--- config.mk ---
export PLATFORM = sky130hd
export DESIGN_NAME = parity_alarm_seq
export DESIGN_NICKNAME = d
export VERILOG_FILES = /design/src/rtl/parity_alarm_seq_pkg.sv /design/src/rtl/parity_alarm_seq_ng_sync2.sv /design/src/rtl/parity_alarm_seq.sv
export SDC_FILE = /design/constraint.sdc
export NUM_CORES = 1
export LEC_CHECK = 0
export ABC_AREA = 1
export CELL_PAD_IN_SITES_DETAIL_PLACEMENT = 1
export CELL_PAD_IN_SITES_GLOBAL_PLACEMENT = 1
export CORE_MARGIN = 10
export CORE_UTILIZATION = 41
export DETAILED_ROUTE_END_ITERATION = 10
export PLACE_DENSITY_LB_ADDON = 0.1
export SETUP_SLACK_MARGIN = 0.02
export SLEW_MARGIN = 30
export SYNTH_ARGS = -nofsm -noshare
export SYNTH_HDL_FRONTEND = slang
export SYNTH_SLANG_ARGS = --single-unit
export TNS_END_PERCENT = 20
--- constraint.sdc ---
create_clock -name CLK2 -period 2 [get_ports CLK2]
set_input_delay 0.4 -clock CLK2 [delete_from_list [all_inputs] [get_ports CLK2]]
set_output_delay 0.4 -clock CLK2 [all_outputs]
set_load 0.005 [all_outputs]
--- src/rtl/parity_alarm_seq_pkg.sv ---
// ---------------------------------------------------------------------------
// parity_alarm_seq_pkg
// Shared AGC control definitions used by the parity alarm sequencer:
//   - pa_state_e        : sequencer state encoding
//   - PA_RST_CYCLES_DEF : default length of the restart request (CLK2 cycles)
//   - PA_WAIT_RETRY     : cycles spent in WAITLOW before the clear is retried
//   - PA_DCNT_W         : width of the shared down-counter (covers 1..255)
//   - pa_load()         : down-counter load value for an N-cycle interval
// ---------------------------------------------------------------------------
package parity_alarm_seq_pkg;

  typedef enum logic [2:0] {
    ST_IDLE    = 3'd0,
    ST_QUAL    = 3'd1,
    ST_RESTART = 3'd2,
    ST_CLEAR   = 3'd3,
    ST_WAITLOW = 3'd4
  } pa_state_e;

  localparam int unsigned PA_RST_CYCLES_DEF = 8;
  localparam int unsigned PA_WAIT_RETRY     = 4;
  localparam int unsigned PA_DCNT_W         = 8;

  // An interval of n cycles counts down from n-1 to 0 inclusive.
  function automatic logic [PA_DCNT_W-1:0] pa_load(input int unsigned n);
    return PA_DCNT_W'(n - 1);
  endfunction

endpackage

--- src/rtl/parity_alarm_seq_ng_sync2.sv ---
// ---------------------------------------------------------------------------
// ng_sync2
// Two-flop synchronizer for a single asynchronous level.
// Ports:
//   clk_i  in  destination clock
//   rst_ni in  asynchronous active-low reset (both flops forced to 0)
//   d_i    in  asynchronous input level
//   q_o    out synchronized level, two clk_i edges of latency
// ---------------------------------------------------------------------------
module ng_sync2 (
  input  logic clk_i,
  input  logic rst_ni,
  input  logic d_i,
  output logic q_o
);

  logic meta_q;
  logic sync_q;

  always_ff @(posedge clk_i or negedge rst_ni) begin
    if (!rst_ni) begin
      meta_q <= 1'b0;
      sync_q <= 1'b0;
    end else begin
      meta_q <= d_i;
      sync_q <= meta_q;
    end
  end

  assign q_o = sync_q;

endmodule

--- src/rtl/parity_alarm_seq.sv ---
// ---------------------------------------------------------------------------
// parity_alarm_seq
// Parity alarm sequencer: qualifies the parity alarm, requests a restart for
// RST_CYCLES cycles, pulses the checker clear, then waits for the alarm to
// drop (retrying the clear while it stays high). Counts and lamps alarms.
// Parameters:
//   RST_CYCLES  restart request length in CLK2 cycles (legal 2..255)
//   CNT_W       width of the saturating alarm counter
// Ports:
//   CLK2        in  system clock, rising edge
//   PR_RST      in  asynchronous active-low reset
//   PARALM      in  parity alarm level (asynchronous)
//   ALM_INH     in  blocks acceptance of new alarms while high
//   ALM_ACK     in  operator acknowledge, clears the lamp
//   CLR_PAR_ALM out active-low one-cycle clear to the checker alarm latch
//   RESTART_REQ out restart request, RST_CYCLES cycles per accepted alarm
//   ALM_LAMP    out sticky alarm indicator
//   ALM_CNT     out saturating count of accepted alarms
//   BUSY        out high whenever the sequencer is not idle
// All outputs come straight from flops.
// ---------------------------------------------------------------------------
module parity_alarm_seq
  import parity_alarm_seq_pkg::*;
#(
  parameter int unsigned RST_CYCLES = PA_RST_CYCLES_DEF,
  parameter int unsigned CNT_W      = 4
) (
  input  logic             CLK2,
  input  logic             PR_RST,
  input  logic             PARALM,
  input  logic             ALM_INH,
  input  logic             ALM_ACK,
  output logic             CLR_PAR_ALM,
  output logic             RESTART_REQ,
  output logic             ALM_LAMP,
  output logic [CNT_W-1:0] ALM_CNT,
  output logic             BUSY
);

  localparam logic [PA_DCNT_W-1:0] LOAD_RST  = pa_load(RST_CYCLES);
  localparam logic [PA_DCNT_W-1:0] LOAD_WAIT = pa_load(PA_WAIT_RETRY);

  logic pa_s;

  pa_state_e            state_q, state_d;
  logic [PA_DCNT_W-1:0] dcnt_q,  dcnt_d;
  logic                 req_q,   req_d;
  logic                 clr_n_q, clr_n_d;
  logic                 lamp_q,  lamp_d;
  logic [CNT_W-1:0]     cnt_q,   cnt_d;
  logic                 busy_q,  busy_d;
  logic                 enter_restart;

  ng_sync2 u_sync (
    .clk_i  (CLK2),
    .rst_ni (PR_RST),
    .d_i    (PARALM),
    .q_o    (pa_s)
  );

  // The second consecutive synchronized high accepts the alarm.
  assign enter_restart = (state_q == ST_QUAL) && pa_s;

  always_comb begin
    state_d = state_q;
    dcnt_d  = dcnt_q;
    req_d   = req_q;
    clr_n_d = 1'b1;
    lamp_d  = lamp_q;
    cnt_d   = cnt_q;

    case (state_q)
      ST_IDLE: begin
        if (pa_s && !ALM_INH) state_d = ST_QUAL;
      end
      ST_QUAL: begin
        if (pa_s) begin
          state_d = ST_RESTART;
          dcnt_d  = LOAD_RST;
          req_d   = 1'b1;
          if (cnt_q != '1) cnt_d = cnt_q + 1'b1;
        end else begin
          state_d = ST_IDLE;
        end
      end
      ST_RESTART: begin
        if (dcnt_q == '0) begin
          state_d = ST_CLEAR;
          req_d   = 1'b0;
          clr_n_d = 1'b0;
        end else begin
          dcnt_d = dcnt_q - 1'b1;
        end
      end
      ST_CLEAR: begin
        state_d = ST_WAITLOW;
        dcnt_d  = LOAD_WAIT;
      end
      ST_WAITLOW: begin
        if (!pa_s) begin
          state_d = ST_IDLE;
        end else if (dcnt_q == '0) begin
          // Alarm latch did not release: clear again without recounting.
          state_d = ST_CLEAR;
          clr_n_d = 1'b0;
        end else begin
          dcnt_d = dcnt_q - 1'b1;
        end
      end
      default: begin
        state_d = ST_IDLE;
        req_d   = 1'b0;
      end
    endcase

    // A new alarm outranks an acknowledge arriving in the same cycle.
    if (ALM_ACK)       lamp_d = 1'b0;
    if (enter_restart) lamp_d = 1'b1;
  end

  assign busy_d = (state_d != ST_IDLE);

  always_ff @(posedge CLK2 or negedge PR_RST) begin
    if (!PR_RST) begin
      state_q <= ST_IDLE;
      dcnt_q  <= '0;
      req_q   <= 1'b0;
      clr_n_q <= 1'b1;
      lamp_q  <= 1'b0;
      cnt_q   <= '0;
      busy_q  <= 1'b0;
    end else begin
      state_q <= state_d;
      dcnt_q  <= dcnt_d;
      req_q   <= req_d;
      clr_n_q <= clr_n_d;
      lamp_q  <= lamp_d;
      cnt_q   <= cnt_d;
      busy_q  <= busy_d;
    end
  end

  assign CLR_PAR_ALM = clr_n_q;
  assign RESTART_REQ = req_q;
  assign ALM_LAMP    = lamp_q;
  assign ALM_CNT     = cnt_q;
  assign BUSY        = busy_q;

endmodule
==> results of run 1 <==
[cell families after synthesis]
kind of cell	after synthesis	share of synthesized area, %
simple gates	75	33.8
buf+inv	21	8.00
flops	21	44.3
compound gates	18	9.58
xor+xnor	3	2.21
fa+ha+maj	2	2.10
[cell usage in the layout, fill, tap and decap left out, drive strengths merged]
cell,instances
dfrtp,20
inv,20
xnor2,1
o211ai,1
clkbuf,4
xor2,2
nor2,14
nand4,2
nand3,19
a21oi,1
ha,2
nand2,40
buf,1
o21ai,15
dfstp,1
clkdlybuf4s50,12
o31ai,1
[cell type report]
type	count	area, sq um	area share (%)
well taps	31	38.8	2.85
multi-input cells	98	567	41.6
clock buffers	4	26.3	1.93
repair buffers	13	128	9.37
inverters	20	75.1	5.51
flip-flops and latches	21	527	38.7
[power groups by stage]
stage	clock network, mW	logic, mW	registers [mW]
after CTS	0.221	1.20	0.775
after global placement	0	1.15	0.771
after global routing	0.235	1.36	0.803
final	0.211	1.17	0.770
after floorplan	0	0.905	0.748
after detailed placement	0	1.19	0.782
[path summary, 6_finish.rpt]
check                               from           to  cells past startpoint
max                          CLR_PAR_ALM  CLR_PAR_ALM                      1
max reg2reg                    dcnt_q[0]    dcnt_q[2]                      9
min reg2reg                u_sync.meta_q   u_sync.q_o                      0
max in group asynchronous         PR_RST  CLR_PAR_ALM                      2
min in group asynchronous         PR_RST   state_q[0]                      2
min                        u_sync.meta_q   u_sync.q_o                      0
[metal layers]
metal  global-route usage (%)  part of all wire [%]  vias up
met1                     13.2                    45      466
met4                     4.97                   1.8        0
li1                         -                     -      477
met5                        0                     0        -
met3                     2.96                   5.3        5
met2                     17.5                    48       13
[through the flow]
step	instances	hold WS (ns)	worst slack [ns]
finish	187	0.366	0.269
global route	187	0.372	0.116
CTS	187	0.370	0.243
detailed placement	183	0.341	0.306
global placement	183	0.336	0.384
floorplan	140	0.104	0.570
[sequential cells by signal, indices dropped and copies added (netlist names)]
signal	cells
BUSY	1
ALM_LAMP	1
state_q	3
CLR_PAR_ALM	1
dcnt_q	8
ALM_CNT	4
u_sync.q_o	1
RESTART_REQ	1
u_sync.meta_q	1
==> out/results.tsv, run 1 <==
metric	value	unit
status	completed	
cts_root_buf	clkbuf_4	
minimum_period_implied_by_the_final_worst_setup_slack	1.73	ns
p_int	1.13	mW
wp_buf_inv	1	
holdCritPathClass	reg2reg	
place_congestion	0.805	
timing.slew.headroom	81.9	%
cts.path.max_buffers	2	
first_pass_grt_wire_length	4770	um
synth_fp_nets	147	
clock_tree_from_tritoncts	built	
drt_iter0_drc	22	
finalNetCount	164	
final_count_of_negative_setup_slack_endpoints	0	
postCtsHoldBufs	0	
grt_start_max_net_pins	22	
synth.top_cells.by_area	dfrtp_1 (42%), nand2_1 (8.5%), nand3_1 (7.2%)	
synth_top_area_share	42.1	%
worst_path_largest_cell_delay	0.53	ns
initial_utilization	43.1	%
initial_antenna_violation_count	0	
design.core.area	2760	sq um
synth_top_flop_cell	dfrtp_1	
grt-ovfl-total	0	
report.final.hold_viol_count	0	
timing.max_cap.violations	0	
yosys.cell_count.top_type	nand2_1	
synth-edff-count	0	
chipWidth	73.8	um
insertion_delay	0.31	ns
drc_errors	0	
critPathTopFamily	flip-flops	
power.static_leakage	0.665	nW
place_hpwl	1990	um
postCtsSetupBuffers	0	
synthesized_cell_area	1190	sq um
grt_setup_unrepaired	no	
worstSetupPathType	reg2out	
crit_path_end_kind	output port	
min_period_over_period	86.6	%
r2r_setup_slack	0.31	ns
ys.warnings.count	0	
die_h	73.8	um
antennaDiodeCount	0	
timing.critical_path.fanout_max	1	
avgRoutedWirePerCell	13.9	um
post_synth.cell_area_avg	8.49	sq um
synthDistinctLibCells	23	
timing.critical_path.cells	clkdlybuf4s50_1	
grt_pass1_vias	1057	
finalMaxSlewViolations	0	
share_comb_of_total_power	54.3	%
io_buffers	12	
numClockSinks	21	
power.density_cell_area	1580	nW/um^2
syn-instance-count	140	
ys_ff_latch	21	
num_vias	961	
critPathLaunchType	register	
drive_above_1_share	19.9	%
cp.arrival	1.33	ns
layout.filler_cells	344	
post_cts_repair_resize_count	0	
post-layout-total-power	2.15	mW
number_of_search_and_repair_iterations_in_the_first_detailed_routing_pass	4	
placedInstanceArea	1340	sq um
synth_common_cells	nand2_1 (27), dfrtp_1 (20), inv_1 (19)	
detail-route-antenna-nets	0	
irDropWorstVdd	880	uV
post-route-cell-area	1360	sq um
achievable-frequency	578	MHz
synth-seq-area-share	44.3	%
postRouteWirelength	2600	um
fp.dieArea	5450	sq um
power_frac_seq	35.9	%
p_sw_share	47.6	%
track_usage	10.9	%
cp_slowest_cell	dfstp_2	
timing.setup.tns	0	ns
floorplan.io_pins	13	
p_sw	1.02	mW
htree_num_levels	1	
clock_power_share	9.8	%
drt-vias-per-instance	5.14	
async_reset_ff_share	100	%
finalCoreUtilization	49.4	%
clk_pin_slew	0.12	ns
floorplan.rows	19	
clock_skews	0.00102	ns
syn2layout_area_growth	14.5	%
cts_made_buffers	3	
required	1.60	ns
synth_top_area_cell	dfrtp_1	
worst-slew-pin-transition	0.272	ns
Power figures use the tool's default switching activity.
==> run 2: changes to the inputs <==
--- a/config.mk
+++ b/config.mk
@@ -10,6 +10,7 @@
 export CELL_PAD_IN_SITES_GLOBAL_PLACEMENT = 1
 export CORE_MARGIN = 10
 export CORE_UTILIZATION = 41
+export CTS_CLUSTER_SIZE = 30
 export DETAILED_ROUTE_END_ITERATION = 10
 export PLACE_DENSITY_LB_ADDON = 0.1
 export SETUP_SLACK_MARGIN = 0.02
==> results of run 2 <==
Final layout, timing and power as in run 1 (identical DEF).
==> run 3: changes to the inputs <==
--- a/config.mk
+++ b/config.mk
@@ -12,6 +12,7 @@
 export CORE_UTILIZATION = 41
 export CTS_CLUSTER_SIZE = 30
 export DETAILED_ROUTE_END_ITERATION = 10
+export GPL_TIMING_DRIVEN = 1
 export PLACE_DENSITY_LB_ADDON = 0.1
 export SETUP_SLACK_MARGIN = 0.02
 export SLEW_MARGIN = 30
==> results of run 3 <==
Final layout, timing and power as in run 1 (identical DEF).
